--- config.mk ---
export PLATFORM = sky130hd
export DESIGN_NAME = prefetch_buffer_nreq
export DESIGN_NICKNAME = d
export VERILOG_FILES = /design/src/rtl/super_pkg.sv /design/src/rtl/pf_addr_queue.sv /design/src/rtl/prefetch_buffer_nreq.sv
export SDC_FILE = /design/constraint.sdc
export NUM_CORES = 1
export LEC_CHECK = 0
export CAP_MARGIN = 20
export CORE_MARGIN = 5
export CORE_UTILIZATION = 35
export CTS_CLUSTER_DIAMETER = 80
export DETAILED_ROUTE_END_ITERATION = 8
export DONT_BUFFER_PORTS = 1
export GPL_ROUTABILITY_DRIVEN = 0
export SLEW_MARGIN = 5
export SYNTH_ARGS = -nofsm -noshare
export SYNTH_HDL_FRONTEND = slang
export SYNTH_SLANG_ARGS = --single-unit
--- constraint.sdc ---
create_clock -name clk_i -period 4.7 [get_ports clk_i]
set_input_delay 0.235 -clock clk_i [delete_from_list [all_inputs] [get_ports clk_i]]
set_output_delay 0.235 -clock clk_i [all_outputs]
set_load 0.02 [all_outputs]
--- src/rtl/super_pkg.sv ---
// Shared fetch-path definitions: legal fetch-word sizes, word width and
// address alignment helpers used by the prefetch engine and its address queue.
package super_pkg;

    localparam int unsigned ADDR_W              = 32;
    localparam int unsigned FETCH_BYTES_DEFAULT = 8;

    // Only 4-, 8- and 16-byte fetch words exist on the instruction bus.
    function automatic bit fetch_bytes_legal(input int unsigned fb);
        return (fb == 32'd4) || (fb == 32'd8) || (fb == 32'd16);
    endfunction

    // Width in bits of one fetch word.
    function automatic int unsigned fetch_word_w(input int unsigned fb);
        return 32'd8 * fb;
    endfunction

    // Clear the byte-offset bits so the address points at a fetch-word start.
    function automatic logic [ADDR_W-1:0] align_fetch(input logic [ADDR_W-1:0] addr,
                                                      input int unsigned       fb);
        return addr & ~(ADDR_W'(fb) - 32'd1);
    endfunction

endpackage

--- src/rtl/pf_addr_queue.sv ---
// In-order FIFO of request addresses: one entry per granted request, popped
// when its response returns. The head is the address of the oldest request.
module pf_addr_queue
    import super_pkg::*;
#(
    parameter int unsigned Depth = 2
) (
    input  logic              clk_i,
    input  logic              rst_i,
    input  logic              push_i,
    input  logic [ADDR_W-1:0] push_addr_i,
    input  logic              pop_i,
    output logic [ADDR_W-1:0] head_addr_o
);

    localparam int unsigned     PtrW      = (Depth > 1) ? $clog2(Depth) : 1;
    localparam int unsigned     LvlW      = $clog2(Depth + 1);
    localparam logic [PtrW-1:0] LAST_PTR  = PtrW'(Depth - 1);
    localparam logic [LvlW-1:0] DEPTH_LVL = LvlW'(Depth);

    logic [ADDR_W-1:0] mem_r [Depth];
    logic [PtrW-1:0]   wr_ptr_r;
    logic [PtrW-1:0]   rd_ptr_r;
    logic [LvlW-1:0]   level_r;
    logic              do_push_s;
    logic              do_pop_s;

    // Pointers wrap explicitly so non-power-of-two depths work.
    function automatic logic [PtrW-1:0] ptr_inc(input logic [PtrW-1:0] p);
        return (p == LAST_PTR) ? {PtrW{1'b0}} : p + PtrW'(1'b1);
    endfunction

    // Guard against pop-when-empty and push-when-full.
    always_comb begin
        do_pop_s    = pop_i & (level_r != {LvlW{1'b0}});
        do_push_s   = push_i & ((level_r != DEPTH_LVL) | do_pop_s);
        head_addr_o = mem_r[rd_ptr_r];
    end

    // Storage, pointers and fill level.
    always_ff @(posedge clk_i or posedge rst_i) begin
        if (rst_i) begin
            for (int unsigned i = 0; i < Depth; i++) begin
                mem_r[i] <= {ADDR_W{1'b0}};
            end
            wr_ptr_r <= {PtrW{1'b0}};
            rd_ptr_r <= {PtrW{1'b0}};
            level_r  <= {LvlW{1'b0}};
        end else begin
            if (do_push_s) begin
                mem_r[wr_ptr_r] <= push_addr_i;
                wr_ptr_r        <= ptr_inc(wr_ptr_r);
            end else begin
                wr_ptr_r <= wr_ptr_r;
            end
            if (do_pop_s) begin
                rd_ptr_r <= ptr_inc(rd_ptr_r);
            end else begin
                rd_ptr_r <= rd_ptr_r;
            end
            case ({do_push_s, do_pop_s})
                2'b10:   level_r <= level_r + LvlW'(1'b1);
                2'b01:   level_r <= level_r - LvlW'(1'b1);
                default: level_r <= level_r;
            endcase
        end
    end

endmodule

--- src/rtl/prefetch_buffer_nreq.sv ---
// Instruction prefetch engine: issues fetch-word requests, tracks up to
// NumReqs outstanding transactions, drops responses made stale by a branch
// and pushes surviving responses, tagged with their address, into the
// downstream fetch FIFO under credit control.
module prefetch_buffer_nreq
    import super_pkg::*;
#(
    parameter int unsigned NumReqs    = 2,
    parameter int unsigned FetchBytes = FETCH_BYTES_DEFAULT,
    parameter bit          StopOnErr  = 1'b1,
    parameter int unsigned CntW       = $clog2(NumReqs + 1)
) (
    input  logic                    clk_i,
    input  logic                    rst_i,
    input  logic                    req_i,
    input  logic                    branch_i,
    input  logic [31:0]             addr_i,
    input  logic [CntW-1:0]         fifo_free_i,
    output logic                    fifo_push_o,
    output logic [8*FetchBytes-1:0] fifo_rdata_o,
    output logic [31:0]             fifo_addr_o,
    output logic                    fifo_err_o,
    output logic                    instr_req_o,
    input  logic                    instr_gnt_i,
    output logic [31:0]             instr_addr_o,
    input  logic [8*FetchBytes-1:0] instr_rdata_i,
    input  logic                    instr_err_i,
    input  logic                    instr_rvalid_i,
    output logic                    busy_o,
    output logic                    err_halt_o
);

    localparam logic [CntW-1:0] MAX_OUT  = CntW'(NumReqs);
    localparam logic [31:0]     WORD_INC = 32'(FetchBytes);

    logic [CntW-1:0] out_cnt_r;
    logic [CntW-1:0] disc_cnt_r;
    logic            held_r;
    logic            held_disc_r;
    logic            err_halt_r;
    logic [31:0]     held_addr_r;
    logic [31:0]     fetch_addr_r;

    logic            live_s;
    logic            new_s;
    logic            req_s;
    logic            gnt_taken_s;
    logic            push_s;
    logic [31:0]     branch_addr_s;
    logic [31:0]     req_addr_s;
    logic [31:0]     head_addr_s;
    logic [CntW-1:0] out_cnt_nxt_s;
    logic [CntW-1:0] disc_cnt_nxt_s;

    // Request decision, address select and response bypass; everything is
    // forced low while reset is asserted.
    always_comb begin
        live_s        = ~rst_i;
        branch_addr_s = align_fetch(addr_i, FetchBytes);
        new_s         = live_s & req_i & ~err_halt_r & ~held_r & (out_cnt_r < MAX_OUT)
                        & ((out_cnt_r < fifo_free_i) | branch_i);
        req_s         = live_s & (held_r | new_s);
        if (held_r) begin
            req_addr_s = held_addr_r;
        end else if (branch_i) begin
            req_addr_s = branch_addr_s;
        end else begin
            req_addr_s = fetch_addr_r;
        end
        gnt_taken_s   = req_s & instr_gnt_i;
        push_s        = live_s & instr_rvalid_i & (disc_cnt_r == {CntW{1'b0}});

        instr_req_o   = req_s;
        instr_addr_o  = live_s ? req_addr_s : 32'h0;
        fifo_push_o   = push_s;
        fifo_rdata_o  = live_s ? instr_rdata_i : {(8*FetchBytes){1'b0}};
        fifo_err_o    = live_s & instr_err_i;
        fifo_addr_o   = live_s ? head_addr_s : 32'h0;
        busy_o        = req_s | (out_cnt_r != {CntW{1'b0}});
        err_halt_o    = err_halt_r;
    end

    // Outstanding and discard counters; a branch snapshots everything still
    // in flight after this cycle's response, plus a held request granted now.
    always_comb begin
        out_cnt_nxt_s = out_cnt_r + CntW'(gnt_taken_s) - CntW'(instr_rvalid_i);
        if (branch_i) begin
            disc_cnt_nxt_s = out_cnt_r - CntW'(instr_rvalid_i) + CntW'(gnt_taken_s & held_r);
        end else begin
            disc_cnt_nxt_s = disc_cnt_r
                             - CntW'(instr_rvalid_i & (disc_cnt_r != {CntW{1'b0}}))
                             + CntW'(gnt_taken_s & held_r & held_disc_r);
        end
    end

    // Engine state: counters, held request, fetch pointer and error stop.
    always_ff @(posedge clk_i or posedge rst_i) begin
        if (rst_i) begin
            out_cnt_r    <= {CntW{1'b0}};
            disc_cnt_r   <= {CntW{1'b0}};
            held_r       <= 1'b0;
            held_disc_r  <= 1'b0;
            held_addr_r  <= 32'h0;
            fetch_addr_r <= 32'h0;
            err_halt_r   <= 1'b0;
        end else begin
            out_cnt_r  <= out_cnt_nxt_s;
            disc_cnt_r <= disc_cnt_nxt_s;

            if (gnt_taken_s) begin
                held_r      <= 1'b0;
                held_disc_r <= 1'b0;
            end else if (req_s) begin
                held_r      <= 1'b1;
                held_addr_r <= req_addr_s;
                held_disc_r <= held_disc_r | (held_r & branch_i);
            end else begin
                held_r      <= held_r;
                held_disc_r <= held_disc_r;
            end

            if (branch_i) begin
                fetch_addr_r <= branch_addr_s + (new_s ? WORD_INC : 32'h0);
            end else if (new_s) begin
                fetch_addr_r <= fetch_addr_r + WORD_INC;
            end else begin
                fetch_addr_r <= fetch_addr_r;
            end

            if (branch_i) begin
                err_halt_r <= 1'b0;
            end else if (StopOnErr && push_s && instr_err_i) begin
                err_halt_r <= 1'b1;
            end else begin
                err_halt_r <= err_halt_r;
            end
        end
    end

    pf_addr_queue #(
        .Depth       (NumReqs)
    ) u_addr_queue (
        .clk_i       (clk_i),
        .rst_i       (rst_i),
        .push_i      (gnt_taken_s),
        .push_addr_i (req_addr_s),
        .pop_i       (live_s & instr_rvalid_i),
        .head_addr_o (head_addr_s)
    );

endmodule
**Word level (Yosys, flattened, before mapping)**

Index checks and enable logic that the tools add are counted.

- Add/subtract/negate cells: 12
- $mul: 0
- Divide/modulo/power cells: 0
- $lt $le $gt $ge: 5
- Equality and inequality tests: 3
- Shift operators: 0
- Multiplexer cells: 24
- Bitwise gates (word level): 27
- Reductions and logical operators: 11

Operators with widths:

| kind | count |
|---|---|
| two-way mux 32 bit | 10 |
| bitwise mux 64 bit | 1 |
| two-way mux 64 bit | 1 |
| adder 32 x 4 -> 32 bit | 1 |
| adder 32 x 4 -> 32 bit (second input constant) | 1 |
| demux 32 bit (select 1 bit) | 1 |
| AND 1 bit | 16 |
| nonzero test 2 bit | 7 |
| two-way mux 1 bit | 8 |
| subtractor 2 x 1 -> 2 bit | 3 |
| OR 1 bit | 5 |
| adder 2 x 1 -> 2 bit | 2 |
| greater-or-equal comparator 2 bit (second input constant) | 2 |
| two-way mux 4 bit | 1 |
| NOT 1 bit | 4 |
| NOT 1 -> 2 bit | 2 |
| case mux 2 bit (2 select lines) | 1 |
| adder 1 bit (second input constant) | 2 |
| adder 2 x 1 -> 2 bit (second input constant) | 1 |
| adder 2 bit | 1 |
| == test 2 x 1 -> 1 bit (second input constant) | 1 |
| == test 2 bit (second input constant) | 1 |
| logical AND 1 bit | 2 |
| zero test 2 bit | 1 |
| 7 further kinds | 7 |

- Register bits after elaboration: 139
- Bits in latches: 0
- RAM bits: 0
- Bits in read-only memories: 0
- Input port bits: 105
- Output and inout port bits: 133
- Logic and storage cells: 94
- Memories: 0

**Longest topological paths before layout**

Gate-level depths: netlist (run 1).

- Depth in word-level cells: 13
- Depth in mapped cells: 12
- Mapped depth without buffers: 12

**Hierarchy**

Synthesis (run 1) repeated with hierarchy kept, for this count alone.

- Cell total of the unflattened synthesis: 870
- Area, all modules: 8456.9 um2

Modules (own cells, without submodules):

| module | instances | cells an instance | area an instance (um2) | sequential area each (um2) |
|---|---|---|---|---|
| prefetch_buffer_nreq | 1 | 682 | 5425.2 | 1701.6 |
| pf_addr_queue | 1 | 188 | 3031.7 | 1701.6 |

**Least setup slack after synthesis (run 1)**

No wires, ideal clock.

- Path kind: input-to-reg
- From: in rst_i
- To: reg err_halt_r (netlist: err_halt_o)
- Setup time: 0.073 ns
- Arrival time: 4.313 ns
- Required time: 4.627 ns
- Slack: 0.314 ns
- Stages: 6
- Path buffers: 1
- Cells stage by stage: buf_6 > inv_1 > nand2_1 > nor3_1 > a21oi_1 > nor2_1

- Longest elaborated chain between the ends: 5

Ends and longest elaborated chain:

| item | line | text |
|---|---|---|
| start, declared | prefetch_buffer_nreq.sv:14 | `input logic rst_i,` |
| NOT 1 bit | prefetch_buffer_nreq.sv:58 | `live_s = ~rst_i;` |
| AND 1 bit (2 in a row) | prefetch_buffer_nreq.sv:71 | `push_s = live_s & instr_rvalid_i & (disc_cnt_r == {CntW{1'b0}});` |
| via fifo_push_o | prefetch_buffer_nreq.sv:19 | `output logic fifo_push_o,` |
| logical AND 1 bit | prefetch_buffer_nreq.sv:132 | `end else if (StopOnErr && push_s && instr_err_i) begin` |
| nonzero test 2 bit (no source line) | n/a |  |
| end signal, assigned | prefetch_buffer_nreq.sv:135 | `err_halt_r <= err_halt_r;` |
| end, declared | prefetch_buffer_nreq.sv:40 | `logic err_halt_r;` |

The timed path passes the listed nets, and every way through them passes these cells.
A chain may end at the register's enable or synchronous reset.

**Final worst setup path (run 1)**

- From: reg out_cnt_r[1]
- To: reg fetch_addr_r[21]

- Longest elaborated chain between the ends: 6
- Elaborated cells on any way between the ends: 9
- Those cells by class: add/sub (1); order compare (2); mux (2); bitwise (3); reduce/logical (1)

Ends and longest elaborated chain:

| item | line | text |
|---|---|---|
| start, declared | prefetch_buffer_nreq.sv:36 | `logic [CntW-1:0] out_cnt_r;` |
| start signal, assigned | prefetch_buffer_nreq.sv:99 | `out_cnt_r <= {CntW{1'b0}};` |
| start signal, assigned | prefetch_buffer_nreq.sv:107 | `out_cnt_r <= out_cnt_nxt_s;` |
| less-than comparator 2 bit, on equally long branches | prefetch_buffer_nreq.sv:60, prefetch_buffer_nreq.sv:61 |  |
| AND 1 bit / OR 1 bit (equally long branches) | prefetch_buffer_nreq.sv:60, prefetch_buffer_nreq.sv:61 |  |
| AND 1 bit (*) | prefetch_buffer_nreq.sv:61 | `& ((out_cnt_r < fifo_free_i) \| branch_i);` |
| two-way mux 4 bit | prefetch_buffer_nreq.sv:123 | `fetch_addr_r <= branch_addr_s + (new_s ? WORD_INC : 32'h0);` |
| adder 32 x 4 -> 32 bit | prefetch_buffer_nreq.sv:123 |  |
| two-way mux 32 bit | prefetch_buffer_nreq.sv:122 | `if (branch_i) begin` |
| end signal, assigned | prefetch_buffer_nreq.sv:123 |  |
| end signal, assigned | prefetch_buffer_nreq.sv:125 | `fetch_addr_r <= fetch_addr_r + WORD_INC;` |
| end signal, assigned | prefetch_buffer_nreq.sv:127 | `fetch_addr_r <= fetch_addr_r;` |
| end, declared | prefetch_buffer_nreq.sv:42 | `logic [31:0] fetch_addr_r;` |

Mark *: on every way between the ends. The rest lies on a longest branch, timed or not.

==> results of run 1 <==
## path summary, 6_finish.rpt
check                                     from                      to
max in group asynchronous                rst_i  u_addr_queue.mem_r[48]
worst min register to register  held_addr_r[5]          held_addr_r[5]
min in group asynchronous                rst_i  u_addr_queue.mem_r[32]
worst max-delay path              out_cnt_r[1]        fetch_addr_r[21]
worst min-delay path                addr_i[21]        fetch_addr_r[21]
worst max register to register    out_cnt_r[1]        fetch_addr_r[21]
## sequential cells by signal, indices dropped and copies added (netlist names)
register               flops
err_halt_o                 1
u_addr_queue.mem_r        64
fetch_addr_r              29
held_addr_r               32
out_cnt_r                  2
u_addr_queue.rd_ptr_r      1
u_addr_queue.wr_ptr_r      1
u_addr_queue.level_r       2
held_disc_r                1
held_r                     1
disc_cnt_r                 2
## cells by family after synthesis
| family | Yosys count | synth area share (%) |
|---|---|---|
| adders and majority gates | 11 | 1.72 |
| and+or+nand+nor | 396 | 24.4 |
| DFF | 136 | 42.5 |
| AOI/OAI and AO/OA | 152 | 10.6 |
| muxes | 82 | 10.3 |
| buffers and inverters | 68 | 3.60 |
| xor gates and xnor gates | 62 | 6.79 |
## per-stage QoR
| stage | setup WS, ns | area [sq um] | hold slack (ns) |
|---|---|---|---|
| 2_1_floorplan | 0.314 | 8000 | 0.321 |
| 3_3_place_gp | 1.60 | 8200 | 0.325 |
| 3_5_place_dp | 1.53 | 8200 | 0.331 |
| 4_1_cts | 1.50 | 8910 | 0.00212 |
| 5_1_grt | 1.22 | 8940 | 0.00346 |
| 6_report | 1.50 | 8950 | 0.0169 |
## layout make-up
cell class              instances  area (sq um)
multi-input cells             703          4330
diodes                         10          25.0
clock inverters                15           166
flip-flops and latches        136          3410
well taps                     285           357
fillers                      2289         13600
clock buffers                  17           425
inverters                      11          43.8
repair buffers                 20           190
## worst reg2reg max path: stages (launching register included)
cell and delay (ns):
sky130_fd_sc_hd__dfrtp_1 0.53, sky130_fd_sc_hd__ha_1 0.30, sky130_fd_sc_hd__o21bai_1 0.34, sky130_fd_sc_hd__o211a_1 0.21, sky130_fd_sc_hd__ha_1 0.22, sky130_fd_sc_hd__ha_1 0.29
sky130_fd_sc_hd__nand4_1 0.18, sky130_fd_sc_hd__nor2_1 0.53, sky130_fd_sc_hd__nand4_1 0.22, sky130_fd_sc_hd__xor2_1 0.19, sky130_fd_sc_hd__mux2i_1 0.12
## Yosys cell counts (all sizes together)
cell type	instances
clkbuf	40
a311o	1
o21a	4
nor4bb	1
nand2	130
nor2	103
and2	6
o21ai	101
a21o	1
nor3	17
nand4	15
o21bai	1
nor4	13
buf	17
o211ai	2
nand2b	1
nor3b	3
or3	1
and4	3
ha	11
inv	11
xnor2	31
a32o	3
nor4b	1
a21boi	1
mux2	2
a21oi	34
and3	9
o211a	1
xor2	31
a31oi	1
nor2b	69
nand3	24
mux2i	80
o2111ai	2
dfrtp	136
## power by group through the flow
stage | registers [uW] | clock network (uW) | logic (uW)
after floorplan | 1790 | 0 | 1070
after global placement | 1910 | 0 | 1180
after detailed placement | 1940 | 0 | 1210
after CTS | 1910 | 1380 | 1220
after global routing | 1980 | 1440 | 1370
final | 1910 | 1350 | 1200
## per-layer routing
metal / vias up / global-route usage, %
met2: 245 / 32.3
met5: - / 0
met4: 0 / 9.69
met3: 50 / 5.77
met1: 2990 / 23.4
li1: 3065 / -
==> impl_metrics.csv, run 1 <==
group,metric,value,unit
layout,area_delta_synth_final,11.8,%
pwr,power,4470,uW
setup_path,rr_worst_depth,10,
setup_path,crit_slowest_cell,"sky130_fd_sc_hd__dfrtp_1",
hold_path,worst_hold_path.num_cells,2,
setup_path,worstPathBufferInverterCount,0,
yosys,synthDistinctLibCells,49,
grt,number_of_global_route_vias_before_repair,6325,
sta,layout_worst_path_cycle_share,68.1,%
sta,fin_skew,0.0108,ns
pwr,power.clock.fraction,30.2,%
clock_network,clk_pin_slew,0.06,ns
yosys,post_synth_inst_count,907,
yosys,yosys_register_bits,136,
pwr,swShare,36.9,%
routing,highest-signal-layer,"met4",
sta,period_needed,3.20,ns
sta,timing.slew.headroom,23.7,%
place,place.port_buffers,0,
die,core_area,22600,sq um
yosys,synth_warnings,0,
layout,most_frequent_cells_in_the_layout,"sky130_fd_sc_hd__dfrtp_1, sky130_fd_sc_hd__nand2_1, sky130_fd_sc_hd__nor2_1, sky130_fd_sc_hd__o21ai_0, sky130_fd_sc_hd__mux2i_1",
clock_network,htree_levels,4,
setup_path,critical_path_peak_fanout,7,
die,initial_utilization,35.4,%
die,die_height,161,microns
grt,gr-usage-all-layers,19.6,%
hold_path,hold_path.class,"in2reg",
setup_path,setup.worst_path.class,"reg2reg",
clock_network,setup_bufs_post_cts,0,
sta,setup-violations-final,0,
layout,mostFrequentLayoutCell,"sky130_fd_sc_hd__dfrtp_1",
setup_path,arrival_time_of_the_worst_setup_path,3.55,ns
run,maxCapViolations,0,
die,die_width,161,microns
yosys,synth_area,8000,sq um
yosys,synth_area_leaders,"sky130_fd_sc_hd__dfrtp_1, sky130_fd_sc_hd__mux2i_1, sky130_fd_sc_hd__o21ai_0",
yosys,synth_top_cell_by_area,"sky130_fd_sc_hd__dfrtp_1",
pwr,p_sw,1650,uW
grt,grt_antenna_before_repair,15,
setup_path,worst_path_top_cell_family_by_delay,"simple AND/OR/NAND/NOR gates",
routing,met1_layer_wirelength_in_the_final_routing,10400,microns
clock_network,cts-buffers-inserted,17,
routing,detailedRoute.firstPassIterationCount,5,
clock_network,tritoncts,"yes",
outcome,status,"complete, no violations",
layout,finalCoreUtilization,39.6,%
pwr,vdd_drop_max,184,uV
layout,layout.nets,1005,
sta,final_max_slew_viol_count,0,
sta,worst_pin_slew,1.14,ns
clock_network,clock_latency,0.43,ns
setup_path,timing.critical_path.from_type,"flop",
routing,detail_route.wl_per_cell,21.4,microns
die,die_outline_area,26000,sq um
clock_network,post_cts_resize_count,0,
yosys,syn_area_per_cell,8.82,sq um
clock_network,clock-sinks,136,
setup_path,timing.critical_path.cells,"ha_1, o21bai_1, o211a_1, ha_1, ha_1, nand4_1, nor2_1, nand4_1, xor2_1, mux2i_1",
clock_network,postCtsHoldBufs,11,
grt,grt_start_max_net_pins,134,
clock_network,clock-root-buffer,"sky130_fd_sc_hd__clkbuf_16",
die,i_o_pins,238,
routing,detailedRoute.firstIterationViolations,420,
pwr,cell_pwr_density,499,nW/um^2
clock_network,clock_tree_buf_depth,2,
grt,grt_first_pass_wirelength,38900,microns
pwr,p_int,2820,uW
die,rows,55,
routing,wire_length_on_met2,12200,microns
setup_path,critPathMaxStageDelay,0.53,ns
yosys,synth_sequential_area_ratio,42.5,%
routing,via_to_cell_ratio,5.30,
sta,maxClockFrequency,0.313,GHz
pwr,static-leakage-power,0.00389,uW
routing,remaining_drc_errors,0,
routing,dr_total_vias,6350,
setup_path,cp_common_cell,"sky130_fd_sc_hd__ha_1",
sta,fin_setup_tns,0,ns
sta,final_hold_viol_count,0,
setup_path,critPathRequiredTime,5.05,ns
sta,unrepaired_setup_endpoints_after_global_routing,"false",
layout,finalNonFillerCells,1197,
layout,layout-drive-gt1-share,6.76,%
place,place_inst,1143,
grt,sum_of_overflow_across_all_layers_after_global_routing,0,
place,hpwlAfterDp,19100,microns
pwr,combinationalPowerShare,26.9,%
routing,wirelength,25600,microns
setup_path,timing.reg2reg.setup_slack,1.50,ns
yosys,net_count_after_synthesis,1023,
routing,route.antenna.remaining_nets,0,
setup_path,worst_setup_path_end_kind,"flop",
routing,wl_met3,1920,microns
setup_path,critical_path_cell_count,10,
yosys,post-synth-top-area-fraction,42.5,%
pwr,power_frac_seq,42.9,%
Power figures use the tool's default switching activity.
==> inputs of run 2 (changes only) <==
Clock period 4.7 ns to 2.7 ns, I/O delays scaled along.
==> run 2 against run 1 <==
  * Clock skew rose by 0.0016 ns
  * Count of clock-buffer cells in the layout rose by 3
  * Via count rose by 2.5%
  * Register-to-register slack got worse by 1.3 ns
  * Worst hold slack improved by 0.0050 ns
  * Sequential power rose by 69%
  * Combinational power rose by 93%
  * Critical endpoint is now busy_o
  * Largest cell class unchanged
==> impl_metrics.csv, run 2 (synthesis results as in run 1) <==
group,metric,value,unit
die,die_height,161,microns
clock_network,cts-buffers-inserted,17,
routing,route.antenna.remaining_nets,0,
layout,area_delta_synth_final,17.4,%
sta,fin_skew,0.0124,ns
setup_path,critical_path_peak_fanout,13,
layout,layout-drive-gt1-share,8.33,%
setup_path,crit_slowest_cell,"sky130_fd_sc_hd__or3_1",
outcome,status,"complete, no violations",
layout,registers_with_the_most_flip_flops,"u_addr_queue.mem_r (64), held_addr_r (32), fetch_addr_r (29)",
routing,detailedRoute.firstIterationViolations,335,
sta,final_hold_viol_count,0,
routing,wirelength,26300,microns
layout,sequential_cell_area,3410,sq um
layout,largest_register_ff_count,64,
sta,worst_pin_slew,1.10,ns
grt,grt_antenna_before_repair,16,
sta,timing.slew.headroom,25.9,%
place,pre_cts_slack,0.132,ns
setup_path,setup.worst_path.class,"reg2out",
pwr,vdd_drop_max,349,uV
grt,grt_start_max_net_pins,134,
sta,layout_worst_path_cycle_share,93.8,%
layout,layout.nets,1039,
clock_network,tritoncts,"yes",
grt,grt_first_pass_wirelength,39900,microns
layout,multi_input_area,4380,sq um
setup_path,critPathMaxStageDelay,0.43,ns
clock_network,htree_levels,4,
hold_path,hold_path.class,"in2reg",
layout,filler_cell_count,2243,
die,initial_utilization,35.4,%
routing,detailedRoute.firstPassIterationCount,5,
place,hpwlAfterDp,19500,microns
die,core_area,22600,sq um
sta,period_needed,2.53,ns
routing,via_to_cell_ratio,5.30,
sta,layout_setup_ws,0.169,ns
die,rows,55,
die,i_o_pins,238,
layout,most_frequent_cells_in_the_layout,"sky130_fd_sc_hd__dfrtp_1, sky130_fd_sc_hd__nand2_1, sky130_fd_sc_hd__nor2_1, sky130_fd_sc_hd__mux2i_1, sky130_fd_sc_hd__o21ai_0",
pwr,cell_pwr_density,852,nW/um^2
sta,unrepaired_setup_endpoints_after_global_routing,"false",
run,maxCapViolations,0,
grt,sum_of_overflow_across_all_layers_after_global_routing,0,
clock_network,clock-root-buffer,"sky130_fd_sc_hd__clkbuf_16",
setup_path,worst_setup_path_end_kind,"output pin",
sta,setup-violations-final,0,
sta,maxClockFrequency,0.395,GHz
routing,detail_route.wl_per_cell,21.4,microns
clock_network,clock_latency,0.42,ns
die,die_width,161,microns
routing,remaining_drc_errors,0,
sta,final_max_slew_viol_count,0,
layout,mostFrequentLayoutCell,"sky130_fd_sc_hd__dfrtp_1",
pwr,static-leakage-power,0.00408,uW
setup_path,timing.critical_path.cells,"ha_1, o21bai_2, o211a_1, buf_4, nor2_1, nor2_1, buf_4, or3_1",
die,die_outline_area,26000,sq um
clock_network,clock-sinks,136,
layout,max_flop_register,"u_addr_queue.mem_r",
setup_path,critPathRequiredTime,2.57,ns
sta,timing.hold.ws,0.0219,ns
routing,dr_total_vias,6508,
grt,number_of_global_route_vias_before_repair,6455,
clock_network,clock_tree_buf_depth,2,
grt,gr-usage-all-layers,20.0,%
place,place.port_buffers,0,
setup_path,timing.critical_path.from_type,"flop",
setup_path,arrival_time_of_the_worst_setup_path,2.40,ns
clock_network,clk_pin_slew,0.06,ns
## run 2: metrics by stage
| step | std cells | power [uW] | cell area [sq um] | setup TNS (ns) | util (%) |
|---|---|---|---|---|---|
| after global routing | 1226 | 8560 | 9380 | 0 | 41.6 |
| after CTS | 1220 | 8100 | 9330 | 0 | 41.3 |
| final | 1228 | 8000 | 9390 | 0 | 41.6 |
| after global placement | 1153 | 5470 | 8340 | 0 | 37.0 |
| after detailed placement | 1153 | 5550 | 8340 | 0 | 37.0 |
| after floorplan | 907 | 5010 | 8100 | -18.88 | - |
## run 2: critical path, delay by kind of cell (launching register included)
family          cells  cell delay [ns]
simple gates        3             0.60
flops               1             0.39
buf+inv             2             0.37
compound gates      2             0.31
fa+ha+maj           1             0.29
## run 2: repair_timing
| action | CTS | global route |
|---|---|---|
| endpoints found under the hold margin | 86 | 0 |
| hold buffers | 35 | 0 |
| gates resized for setup | 0 | 3 |
| setup buffers | 0 | 0 |
| endpoints found under the setup margin | 0 | 9 |
## run 2: cell type report
cell class / instances / share of cell area, %
clock buffer: 20 / 4.86
multi-input combinational: 703 / 46.7
timing repair buffer: 54 / 5.97
antenna: 7 / 0.187
sequential: 136 / 36.3
clock inverter: 12 / 1.75
inverter: 11 / 0.480
tap: 285 / 3.80
## run 2: worst paths after layout
check	from	end	slack (ns)	cells after the start
max in group asynchronous	rst_i	held_r	1.63	3
min in group asynchronous	rst_i	held_addr_r[3]	0.39	3
min reg2reg	u_addr_queue.mem_r[27]	u_addr_queue.mem_r[27]	0.48	2
max	out_cnt_r[1]	busy_o	0.17	8
min	addr_i[28]	fetch_addr_r[29]	0.02	3
max reg2reg	out_cnt_r[1]	fetch_addr_r[31]	0.22	10
## run 2: routing by layer
metal	global-route usage, %	vias up	share of wire, %
met1	24.1	3102	41
li1	-	3126	-
met5	0	-	0
met2	34.4	229	49
met3	4.80	51	5.9
met4	8.65	0	4.0
## run 2: power by group
group,switching (uW),internal (uW)
combinational,1440,873
clock,932,1520
sequential,481,2750
total,2860,5140
